## src/rtl/sata_oob_ctrl.sv

```systemverilog
// Host-side SATA OOB link-initialization sequencer: COMRESET, COMWAKE, D10.2, ALIGN,
// with per-stage response timeouts, bounded COMRESET retries and device-initiated restart.
module sata_oob_ctrl #(
    parameter logic [16:0] TIMEOUT_CYCLES = 17'd66000,
    parameter logic [3:0]  MAX_RETRIES    = 4'd8,
    parameter logic [3:0]  ALIGN_HOLD     = 4'd8
) (
    input  logic       i_clk,
    input  logic       i_reset,
    input  logic       i_phy_ready,
    output logic       o_tx_cominit,
    output logic       o_tx_comwake,
    input  logic       i_tx_oob_done,
    output logic       o_tx_elecidle,
    output logic       o_tx_d102,
    output logic       o_tx_align,
    input  logic       i_cominit_det,
    input  logic       i_comwake_det,
    input  logic       i_rx_elecidle,
    input  logic       i_rx_align,
    output logic       o_link_up,
    output logic       o_err,
    output logic [3:0] o_retries
);

    localparam logic [3:0] ST_IDLE         = 4'd0;
    localparam logic [3:0] ST_COMRESET     = 4'd1;
    localparam logic [3:0] ST_WAIT_COMINIT = 4'd2;
    localparam logic [3:0] ST_COMWAKE      = 4'd3;
    localparam logic [3:0] ST_WAIT_COMWAKE = 4'd4;
    localparam logic [3:0] ST_WAIT_ALIGN   = 4'd5;
    localparam logic [3:0] ST_SEND_ALIGN   = 4'd6;
    localparam logic [3:0] ST_LINK_UP      = 4'd7;
    localparam logic [3:0] ST_FAIL         = 4'd8;

    // Zero-valued parameters load 0 rather than wrapping to the counter maximum.
    localparam logic [16:0] TIMER_LOAD = (TIMEOUT_CYCLES == 17'd0) ? 17'd0 : TIMEOUT_CYCLES - 17'd1;
    localparam logic [3:0]  HOLD_LOAD  = (ALIGN_HOLD == 4'd0) ? 4'd0 : ALIGN_HOLD - 4'd1;

    logic [3:0]  state_q,    state_d;
    logic [16:0] timer_q,    timer_d;
    logic [3:0]  hold_q,     hold_d;
    logic [3:0]  retries_q,  retries_d;
    logic        cominit_q,  cominit_d;
    logic        comwake_q,  comwake_d;
    logic        elecidle_q, elecidle_d;
    logic        d102_q,     d102_d;
    logic        align_q,    align_d;
    logic        link_up_q,  link_up_d;
    logic        err_q,      err_d;

    logic        in_wait;
    logic        timed_out;
    logic        take_timeout;
    logic [3:0]  retries_inc;
    logic        entering_wait;

    always_comb begin
        state_d      = state_q;
        timer_d      = timer_q;
        hold_d       = hold_q;
        retries_d    = retries_q;
        take_timeout = 1'b0;

        in_wait     = (state_q == ST_WAIT_COMINIT) || (state_q == ST_WAIT_COMWAKE) ||
                      (state_q == ST_WAIT_ALIGN);
        timed_out   = in_wait && (timer_q == 17'd0);
        retries_inc = (retries_q == 4'hF) ? 4'hF : retries_q + 4'd1;

        if (in_wait && (timer_q != 17'd0)) begin
            timer_d = timer_q - 17'd1;
        end

        if (!i_phy_ready) begin
            state_d   = ST_IDLE;
            retries_d = 4'd0;
            timer_d   = 17'd0;
            hold_d    = 4'd0;
        end else begin
            case (state_q)
                ST_IDLE: begin
                    state_d = ST_COMRESET;
                end
                ST_COMRESET: begin
                    if (i_tx_oob_done) begin
                        state_d = ST_WAIT_COMINIT;
                    end
                end
                ST_WAIT_COMINIT: begin
                    // A detection arriving on the expiry cycle still counts as a response.
                    if (i_cominit_det) begin
                        state_d = ST_COMWAKE;
                    end else if (timed_out) begin
                        take_timeout = 1'b1;
                    end
                end
                ST_COMWAKE: begin
                    if (i_tx_oob_done) begin
                        state_d = ST_WAIT_COMWAKE;
                    end
                end
                ST_WAIT_COMWAKE: begin
                    if (i_comwake_det) begin
                        state_d = ST_WAIT_ALIGN;
                    end else if (timed_out) begin
                        take_timeout = 1'b1;
                    end
                end
                ST_WAIT_ALIGN: begin
                    if (i_rx_align && !i_rx_elecidle) begin
                        state_d = ST_SEND_ALIGN;
                        hold_d  = HOLD_LOAD;
                    end else if (timed_out) begin
                        take_timeout = 1'b1;
                    end
                end
                ST_SEND_ALIGN: begin
                    if (hold_q == 4'd0) begin
                        state_d   = ST_LINK_UP;
                        retries_d = 4'd0;
                    end else begin
                        hold_d = hold_q - 4'd1;
                    end
                end
                ST_LINK_UP: begin
                    // Device-initiated reset: skip COMRESET and answer with COMWAKE.
                    if (i_cominit_det) begin
                        state_d = ST_COMWAKE;
                    end
                end
                ST_FAIL: begin
                    state_d = ST_FAIL;
                end
                default: begin
                    state_d = ST_IDLE;
                end
            endcase

            if (take_timeout) begin
                retries_d = retries_inc;
                if ((MAX_RETRIES != 4'd0) && (retries_inc == MAX_RETRIES)) begin
                    state_d = ST_FAIL;
                end else begin
                    state_d = ST_COMRESET;
                end
            end
        end

        entering_wait = (state_d != state_q) &&
                        ((state_d == ST_WAIT_COMINIT) || (state_d == ST_WAIT_COMWAKE) ||
                         (state_d == ST_WAIT_ALIGN));
        if (entering_wait) begin
            timer_d = TIMER_LOAD;
        end

        // Outputs are decoded from the next state so they line up with the registered state.
        cominit_d  = (state_d == ST_COMRESET) && (state_q != ST_COMRESET);
        comwake_d  = (state_d == ST_COMWAKE)  && (state_q != ST_COMWAKE);
        elecidle_d = !((state_d == ST_WAIT_ALIGN) || (state_d == ST_SEND_ALIGN) ||
                       (state_d == ST_LINK_UP));
        d102_d     = (state_d == ST_WAIT_ALIGN);
        align_d    = (state_d == ST_SEND_ALIGN);
        link_up_d  = (state_d == ST_LINK_UP);
        err_d      = (state_d == ST_FAIL);
    end

    always_ff @(posedge i_clk) begin
        if (i_reset) begin
            state_q    <= ST_IDLE;
            timer_q    <= 17'd0;
            hold_q     <= 4'd0;
            retries_q  <= 4'd0;
            cominit_q  <= 1'b0;
            comwake_q  <= 1'b0;
            elecidle_q <= 1'b1;
            d102_q     <= 1'b0;
            align_q    <= 1'b0;
            link_up_q  <= 1'b0;
            err_q      <= 1'b0;
        end else begin
            state_q    <= state_d;
            timer_q    <= timer_d;
            hold_q     <= hold_d;
            retries_q  <= retries_d;
            cominit_q  <= cominit_d;
            comwake_q  <= comwake_d;
            elecidle_q <= elecidle_d;
            d102_q     <= d102_d;
            align_q    <= align_d;
            link_up_q  <= link_up_d;
            err_q      <= err_d;
        end
    end

    assign o_tx_cominit  = cominit_q;
    assign o_tx_comwake  = comwake_q;
    assign o_tx_elecidle = elecidle_q;
    assign o_tx_d102     = d102_q;
    assign o_tx_align    = align_q;
    assign o_link_up     = link_up_q;
    assign o_err         = err_q;
    assign o_retries     = retries_q;

endmodule

```

## config.mk

```make
export PLATFORM = sky130hd
export DESIGN_NAME = sata_oob_ctrl
export DESIGN_NICKNAME = d
export VERILOG_FILES = /design/src/rtl/sata_oob_ctrl.sv
export SDC_FILE = /design/constraint.sdc
export NUM_CORES = 1
export LEC_CHECK = 0
export ABC_AREA = 1
export BUFFER_PORTS_ARGS = -buffer_cell sky130_fd_sc_hd__buf_2
export CAP_MARGIN = 20
export CORE_UTILIZATION = 53
export CTS_CLUSTER_DIAMETER = 60
export DETAILED_ROUTE_END_ITERATION = 6
export PLACE_DENSITY = 0.75
export SLEW_MARGIN = 5
export SYNTH_ARGS = -nofsm -noshare
export SYNTH_HDL_FRONTEND = slang
export SYNTH_SLANG_ARGS = --single-unit
```

## constraint.sdc

```tcl
create_clock -name i_clk -period 1.84 [get_ports i_clk]
set_input_delay 0 -clock i_clk [delete_from_list [all_inputs] [get_ports i_clk]]
set_output_delay 0 -clock i_clk [all_outputs]
set_load 0.02 [all_outputs]
```

; Word level (Yosys, flattened, before mapping)
; Cells that the tools add are included.
[op_classes]
reduce_logical = 26
add_sub_neg = 3
mux = 26
n_eq_ne = 24
bitwise = 1
[ops]
columns = operator, count
row1 = two-way mux 4 bit, 15
row2 = two-way mux 17 bit, 3
row3 = "== test 4 x 3 -> 1 bit, second input constant", 8
row4 = one-hot mux 4 bit (8 select lines), 1
row5 = logical NOT 17 bit, 1
row6 = nonzero test 17 bit, 1
row7 = "subtractor 17 x 1 -> 17 bit, second input constant", 1
row8 = "== test 4 x 2 -> 1 bit, second input constant", 4
row9 = "== test 4 bit, second input constant", 4
row10 = "== test 4 x 1 -> 1 bit, second input constant", 2
row11 = logical NOT 4 bit, 2
row12 = one-hot mux 4 bit (2 select lines), 1
row13 = logical AND 1 bit, 6
row14 = logical OR 1 bit, 6
row15 = nonzero test 2 bit, 3
row16 = two-way mux 1 bit, 5
row17 = "adder 4 x 1 -> 4 bit, second input constant", 1
row18 = "!= test 4 x 1 -> 1 bit, second input constant", 1
row19 = "!= test 4 x 2 -> 1 bit, second input constant", 1
row20 = != test 4 bit, 1
row21 = OR reduction 2 bit, 2
row22 = "subtractor 4 x 1 -> 4 bit, second input constant", 1
row23 = "!= test 3 x 1 -> 1 bit, second input constant", 1
row24 = one-hot mux 1 bit (3 select lines), 1
row25 = other kinds (7), 8
[word_totals]
input_bits = 8
output_inout_bits = 11
word_cells = 92
register_bits = 36

; Depth between registers and ports, before layout
; Gate-level depths: netlist of the first run.
[depth]
depth_word = 15
ltp_mapped = 17
mapped_depth_nobuf = 17

; Least setup slack after synthesis of the first run
; No wires, ideal clock.
[synth_path]
kind = register to register
startpoint = register retries_q[0] (netlist: o_retries[0])
endpoint = register timer_q[10]
slack_ns = -0.140
n_path_buf = 0
setup_ns = 0.113
t_arrival_ns = 1.867
stages_incl_launch_ff = 13
cell_sequence = dfxtp_1 -> ha_1 -> nand2_1 -> nand2_1 -> nand3_1 -> nor2_1 -> nand4_2 -> nand3_2 -> nand2_1 -> o21ai_1 -> nand2_4 -> nand2_4 -> nor2_1
[synth_via]
elab_chain_cells = 11
[synth_lines]
columns = element, line_no
row1 = "start, declared", 43  ; logic [3:0] retries_q, retries_d;
row2 = "start signal, assigned", 184  ; retries_q <= retries_d;
row3 = adder 4 x 1 -> 4 bit / == test 4 bit (equally long branches), 68  ; retries_inc = (retries_q == 4'hF) ? 4'hF : retries_q + 4'd1;
row4 = two-way mux 4 bit (*), 68
row5 = == test 4 bit (*), 141  ; if ((MAX_RETRIES != 4'd0) && (retries_inc == MAX_RETRIES)) begin
row6 = two-way mux 4 bit (*), 141
row7 = two-way mux 4 bit (*), 139  ; if (take_timeout) begin
row8 = two-way mux 4 bit (*), 74  ; if (!i_phy_ready) begin
row9 = == test 4 x 2 -> 1 bit / == test 4 x 3 -> 1 bit (equally long branches), 150  ; ((state_d == ST_WAIT_COMINIT) || (state_d == ST_WAIT_COMWAKE) ||
row10 = logical OR 1 bit (2 in series), 150
row11 = logical AND 1 bit (*), 149  ; entering_wait = (state_d != state_q) &&
row12 = OR reduction 3 bit (no source line) (*), n/a
row13 = "end signal, assigned", 182  ; timer_q <= timer_d;
row14 = "end, declared", 41  ; logic [16:0] timer_q, timer_d;
; Every way passes the cells marked *; elsewhere a longest branch is shown, timed or not.
; A chain may end at the register's enable or synchronous reset.

; Worst setup path in the final report of the first run
[layout_path]
startpoint = register timer_q[6]
endpoint = register timer_q[11]
[layout_via]
elab_chain_cells = 13
[layout_lines]
columns = element, line_no
row1 = logical NOT 17 bit, 67  ; timed_out = in_wait && (timer_q == 17'd0);
row2 = logical AND 1 bit, 67
row3 = two-way mux 1 bit, "93, 105, 113"
row4 = "two-way mux 1 bit, on equally long branches", "110, 103, 91"
row5 = one-hot mux 1 bit (3 select lines), 80  ; case (state_q)
row6 = two-way mux 1 bit, 74
row7 = two-way mux 4 bit, 139
row8 = two-way mux 4 bit, 74
row9 = == test 4 x 2 -> 1 bit / == test 4 x 3 -> 1 bit (equally long branches), 150
row10 = logical OR 1 bit (2 in series), 150
row11 = logical AND 1 bit, 149
row12 = OR reduction 3 bit (no source line), n/a
; Several ways; a longest one is shown, not always the timed one. The select of a mux whose other input is x is not followed.

==> reports/qor.yml, run 1 <==
ir_drop_mv: 0.630
clk_path_buf_depth: 2
critPathMaxFanout: 6
synth_cell_types: 33
fmax_ghz: 0.439
routed_wl_mm: 8.03
dr.pass1.iters: 6
synth-simple-area-share_pct: 39.1
grtUsageTotal_pct: 33.8
cts_tree: "built"
slowest_stage: "dfxtp_1"
globalplace.congestion: 0.962
gr-total-overflow: 0
cp-start-kind: "flip-flop"
min_from: "i_phy_ready"
io_buffer_count: 18
report.final.setup_viol: 30
cp-startpoint: "timer_q[6]"
cts_made_buffers: 5
worstSetupPathType: "flip-flop to flip-flop"
power_w: 0.00174
async_flop_share_pct: 0
synthFlopType: "dfxtp_1"
cp.required_ns: 2.07
final_cells: 452
placedCellCount: 433
end_kind: "flip-flop"
timing.rr.start: "timer_q[6]"
leakage_nw: 1.56
finalSetupTns_ns: -8.67
dieArea_um2: 4110
syn_avg_cell_area_um2: 6.70
violations: "setup timing"
rsz0062_at_grt: "true"
cp_cell_sequence: "nor2_1, nand2_1, nor2_2, nand2_2, nor2_4, nand4_4, nand2_4, nand3_1, nand2_1, nand3_2, nand2_4, nand2_4, nor2_1"
viasPerCell: 5.83
dr_total_vias: 2634
drtIter0Drc: 275
synthCells: 305
ios: 19
relSlewSlack_pct: 65.0
nets: 415
grt_pass1_wl_mm: 10.6
synth-compound-area-share_pct: 10.4
wl_per_cell_um: 17.8
fin_crit_sh_pct: 124
path_clk_slew_ns: 0.08
worstPathArrival_ns: 2.51
layout_min_cycle_time_ns: 2.28
tightest_slew_ns: 0.526
final_util_pct: 85.2
dp_worst_setup_slack_ns: -0.236
die_w_um: 64.1
status: "complete, but fails checks"
dp_hpwl_mm: 3.92
cts-root-buf: "clkbuf_8"
ys_warn_count: 0
fin_ws_ns: -0.436
drive_above_1_share_pct: 41.8
power_density_nw_per_um2: 555
ant_nets: 0
crit_top_cell: "nand2_4"
hp-class: "input port to flip-flop"
yosys.area_share.adder_pct: 2.45
die_h_um: 64.1
hold_buffers: 0
postSynthNetCount: 317
maxCapViolations: 0
antenna_found_initial: 0
worst_path_largest_cell_delay_ns: 0.34
synth_top_family_by_area: "simple AND/OR/NAND/NOR gates"
area_growth_pct: 53.9
synthMuxAreaShare_pct: 0
cts.sinks: 36
clock_skew_ns: 0.0122
synth_edf_count: 0
grt_max_degree: 20
ys_ff_latch: 36
antenna_cells: 0
num_rows: 22
route.detailed.drc: 0
core_area_um2: 3690
start_util_pct: 55.4
seq_area_frac_synth_pct: 35.3
final_max_slew_viol_count: 0
clock_latency_ns: 0.30
cts-htree-levels: 2
first_global_vias: 2397
hold_viol: 0
netlist_area_um2: 2040
synth_xor_area_share_pct: 4.29
-- cells in the mapped netlist, drive strengths merged (2+ instances only) --
library cell	instances	area, µm²
nand2	74	300
nor2	51	209
inv	42	158
dfxtp	36	721
nand3	22	130
o21ai	17	88.8
a21oi	15	75.1
nand4	8	56.3
xor2	8	70.1
nor3	5	30.0
nor4	5	31.3
ha	4	50.1
a31oi	3	18.8
nor3b	3	22.5
clkbuf	2	7.51
xnor2	2	17.5
-- state kept, by name (all words and copies together) (netlist names) --
name / flops
o_tx_elecidle: 1
o_tx_comwake: 1
o_tx_align: 1
state_q: 4
o_tx_d102: 1
o_err: 1
hold_q: 4
o_link_up: 1
o_tx_cominit: 1
o_retries: 4
timer_q: 17
-- timing repair --
| action | CTS | global route |
|---|---|---|
| endpoints found under the setup margin | 25 | 31 |
| pin swaps | 13 | 16 |
| buffers inserted | 5 | 4 |
| gates resized for setup | 24 | 44 |
| cloned | 2 | 0 |
-- placed cells by master, fill, tap and decap left out, types with 4 or more instances in the layout --
master / instances
o21ai_0: 10
nand2_2: 8
nand3_2: 4
clkbuf_8: 5
nor2_4: 8
buf_4: 70
inv_2: 6
nand3_1: 15
nand4_1: 7
nand2_1: 61
buf_2: 18
a21oi_1: 10
nor2_2: 9
xor2_1: 8
a21oi_2: 5
dfxtp_2: 5
inv_1: 35
dfxtp_1: 30
nor2_1: 34
nand2_4: 6
o21ai_1: 4
-- layer usage --
metal / track usage (%) / vias up / part of all wire (%)
met5: 0 / - / 0
met4: 21.7 / 0 / 8.2
met3: 6.61 / 70 / 8.0
met2: 59.2 / 184 / 49
met1: 37.2 / 1194 / 35
li1: - / 1186 / -
-- path summary, 6_finish.rpt --
path                  to  slack (ns)  cells after the start
max          timer_q[11]       -0.44                     13
min           state_q[3]        0.08                      3
max reg2reg  timer_q[11]       -0.44                     13
min reg2reg    hold_q[0]        0.51                      1
-- through the flow --
| stage | hold slack [ns] | cell area [µm²] |
|---|---|---|
| CTS | 0.0391 | 2950 |
| global placement | 0.365 | 2690 |
| global route | 0.0764 | 3140 |
| detailed placement | 0.375 | 2690 |
| floorplan | 0.171 | 2060 |
| finish | 0.0793 | 3140 |
-- final cells by class --
| cell class | instances | area [µm²] |
|---|---|---|
| well taps | 48 | 60.1 |
| inverters | 42 | 163 |
| fillers | 220 | 544 |
| clock inverters | 2 | 35.0 |
| repair buffers | 92 | 664 |
| multi-input cells | 226 | 1420 |
| flip-flops and latches | 36 | 731 |
| clock buffers | 6 | 72.6 |
-- worst max-delay path, delay by kind of cell (launching register included) --
family | cells | cell delay [ns]
AND/OR/NAND/NOR | 13 | 1.87
flip-flops | 1 | 0.34
-- power breakdown --
| part | total [W] | leakage (nW) | internal [W] | switching [W] |
|---|---|---|---|---|
| combinational | 0.000244 | 1.21 | 0.0000941 | 0.000150 |
| sequential | 0.000790 | 0.294 | 0.000785 | 0.00000514 |
| clock | 0.000710 | 0.0552 | 0.000403 | 0.000307 |
| total | 0.00174 | 1.56 | 0.00128 | 0.000463 |
-- cells by family after synthesis --
group           after synthesis
simple gates                171
fa+ha+maj                     4
buf+inv                      45
flops                        36
xor+xnor                     10
compound gates               39
Power figures use the tool's default switching activity.
==> run 2, diff against run 1 <==
--- a/config.mk
+++ b/config.mk
@@ -6,12 +6,14 @@
 export NUM_CORES = 1
 export LEC_CHECK = 0
 export ABC_AREA = 1
+export ABC_CLOCK_PERIOD_IN_PS = 1840
 export BUFFER_PORTS_ARGS = -buffer_cell sky130_fd_sc_hd__buf_2
 export CAP_MARGIN = 20
 export CORE_UTILIZATION = 53
 export CTS_CLUSTER_DIAMETER = 60
 export DETAILED_ROUTE_END_ITERATION = 6
 export PLACE_DENSITY = 0.75
+export RECOVER_POWER = 100
 export SLEW_MARGIN = 5
 export SYNTH_ARGS = -nofsm -noshare
 export SYNTH_HDL_FRONTEND = slang
==> reports/qor.yml, run 2 (synthesized netlist as in run 1, its figures left out) <==
cts-htree-levels: 2  # unchanged
tightest_slew_ns: 0.512  # -0.0136 ns
dr.pass1.iters: 5  # -1
core_area_um2: 3690  # unchanged
end_kind: "flip-flop"
die_h_um: 64.1  # unchanged
ir_drop_mv: 0.625  # -0.83%
layout_min_cycle_time_ns: 2.26  # -0.0126 ns
grt_max_degree: 20  # unchanged
fin_crit_sh_pct: 123  # -0.69 points
final_max_slew_viol_count: 0  # unchanged
dieArea_um2: 4110  # unchanged
critPathMaxFanout: 6  # unchanged
layout_common_cells: "70 x buf_4, 61 x nand2_1, 35 x inv_1, 35 x nor2_1, 30 x dfxtp_1"
first_global_vias: 2397  # unchanged
clk_path_buf_depth: 2  # unchanged
fillCellCount: 229  # +4.1%
dp_worst_setup_slack_ns: -0.236  # unchanged
min_from: "i_phy_ready"
cp-startpoint: "timer_q[6]"
worstSetupPathType: "flip-flop to flip-flop"
cts.sinks: 36  # unchanged
io_buffer_count: 18  # unchanged
cp.required_ns: 2.03  # -0.04 ns
fmax_ghz: 0.442  # +0.56%
placedCellCount: 433  # unchanged
drtIter0Drc: 233  # -15%
area_growth_pct: 53.1
multi_input_area_um2: 1420  # -0.18%
grtUsageTotal_pct: 33.8  # unchanged
leakage_nw: 1.51  # -2.8%
wl_per_cell_um: 17.6  # -0.62%
clock_skew_ns: 0.0128  # +0.000647 ns
largest_reg_flops: 17  # unchanged
ios: 19  # unchanged
power_density_nw_per_um2: 555  # +0.10%
nets: 415  # unchanged
antenna_cells: 0  # unchanged
grt_pass1_wl_mm: 10.6  # unchanged
seq_area_um2: 731  # unchanged
final_cells: 452  # unchanged
rsz0062_at_grt: "true"
num_rows: 22  # unchanged
cts_made_buffers: 5  # unchanged
status: "complete, but fails checks"
routed_wl_mm: 7.98  # -0.62%
largest-register: "timer_q"
gr-total-overflow: 0  # unchanged
dp_hpwl_mm: 3.92  # unchanged
start_util_pct: 55.4  # unchanged
cts-root-buf: "clkbuf_8"
ant_nets: 0  # unchanged
place_area_um2: 2690  # unchanged
clock_latency_ns: 0.30  # about the same
path_clk_slew_ns: 0.08  # about the same
report.final.setup_viol: 31  # +3.3%
globalplace.congestion: 0.962  # unchanged
final_common_cell: "buf_4"
hold_viol: 0  # unchanged
timing.rr.start: "timer_q[6]"
drive_above_1_share_pct: 38.9  # -3.0 points
fin_ws_ns: -0.424  # +0.0126 ns
cp-start-kind: "flip-flop"
antenna_found_initial: 0  # unchanged
dr_total_vias: 2642  # +0.30%
cts_tree: "built"
worstPathArrival_ns: 2.46  # -0.05 ns
violations: "setup timing"
die_w_um: 64.1  # unchanged
stdcell_area_um2: 3130  # -0.52%
hold_buffers: 0  # unchanged
power_w: 0.00174  # -0.42%
relSlewSlack_pct: 65.7  # +0.78 points
viasPerCell: 5.85  # +0.30%
hp-class: "input port to flip-flop"
maxCapViolations: 0  # unchanged
route.detailed.drc: 0  # unchanged
==> run 2: final cells by class <==
cell class                 count  share of cell area (%)
clock buffer                   6                    2.32
clock inverter                 2                    1.12
inverter                      42                    5.20
multi-input combinational    226                    45.3
sequential                    36                    23.4
tap                           48                    1.92
timing repair buffer          92                    20.8
==> run 2: where the power goes <==
part           total (W)  leakage [nW]  internal, W  switching (W)
combinational   0.000244          1.16    0.0000936       0.000150
sequential      0.000790         0.294     0.000785     0.00000531
clock           0.000703        0.0552     0.000402       0.000300
total            0.00174          1.51      0.00128       0.000456
==> run 2: what timing repair did <==
action / in CTS / in global routing
endpoints found under the setup margin: 25 / 31
setup buffers: 5 / 4
cloned: 2 / 0
resized for setup: 24 / 44
pin swaps: 13 / 16
==> run 2: per-layer routing <==
| metal | up-vias | track usage [%] | share of wire [%] |
|---|---|---|---|
| li1 | 1185 | - | - |
| met1 | 1218 | 37.2 | 36 |
| met2 | 172 | 59.2 | 48 |
| met3 | 67 | 6.61 | 7.7 |
| met4 | 0 | 21.7 | 8.4 |
| met5 | - | 0 | 0 |
==> run 2: final timing paths <==
kind	slack (ns)	end	depth (start not counted)
min	0.08	state_q[3]	3
max	-0.42	timer_q[11]	14
max reg2reg	-0.42	timer_q[11]	14
min reg2reg	0.52	hold_q[0]	1
==> run 2: through the flow <==
step | utilization, % | setup TNS (ns) | hold slack (ns)
2_1_floorplan | - | 0 | 0.171
3_5_place_dp | 72.8 | -3.52 | 0.375
3_3_place_gp | 72.8 | -1.38 | 0.365
4_1_cts | 79.9 | -2.00 | 0.0391
5_1_grt | 84.8 | -10.55 | 0.0764
6_report | 84.8 | -8.37 | 0.0831
==> run 2: critical path: stages, from the launching register on <==
cell,delay [ns]
dfxtp_1,0.34
nor2_1,0.23
nand2_1,0.15
nor2_2,0.16
nand2_2,0.11
nor2_4,0.20
nand4_4,0.16
nand2_4,0.14
nand2_4,0.07
nand2_1,0.09
nand2_1,0.09
nand3_2,0.11
nand2_4,0.12
nand2_4,0.12
nor2_1,0.05
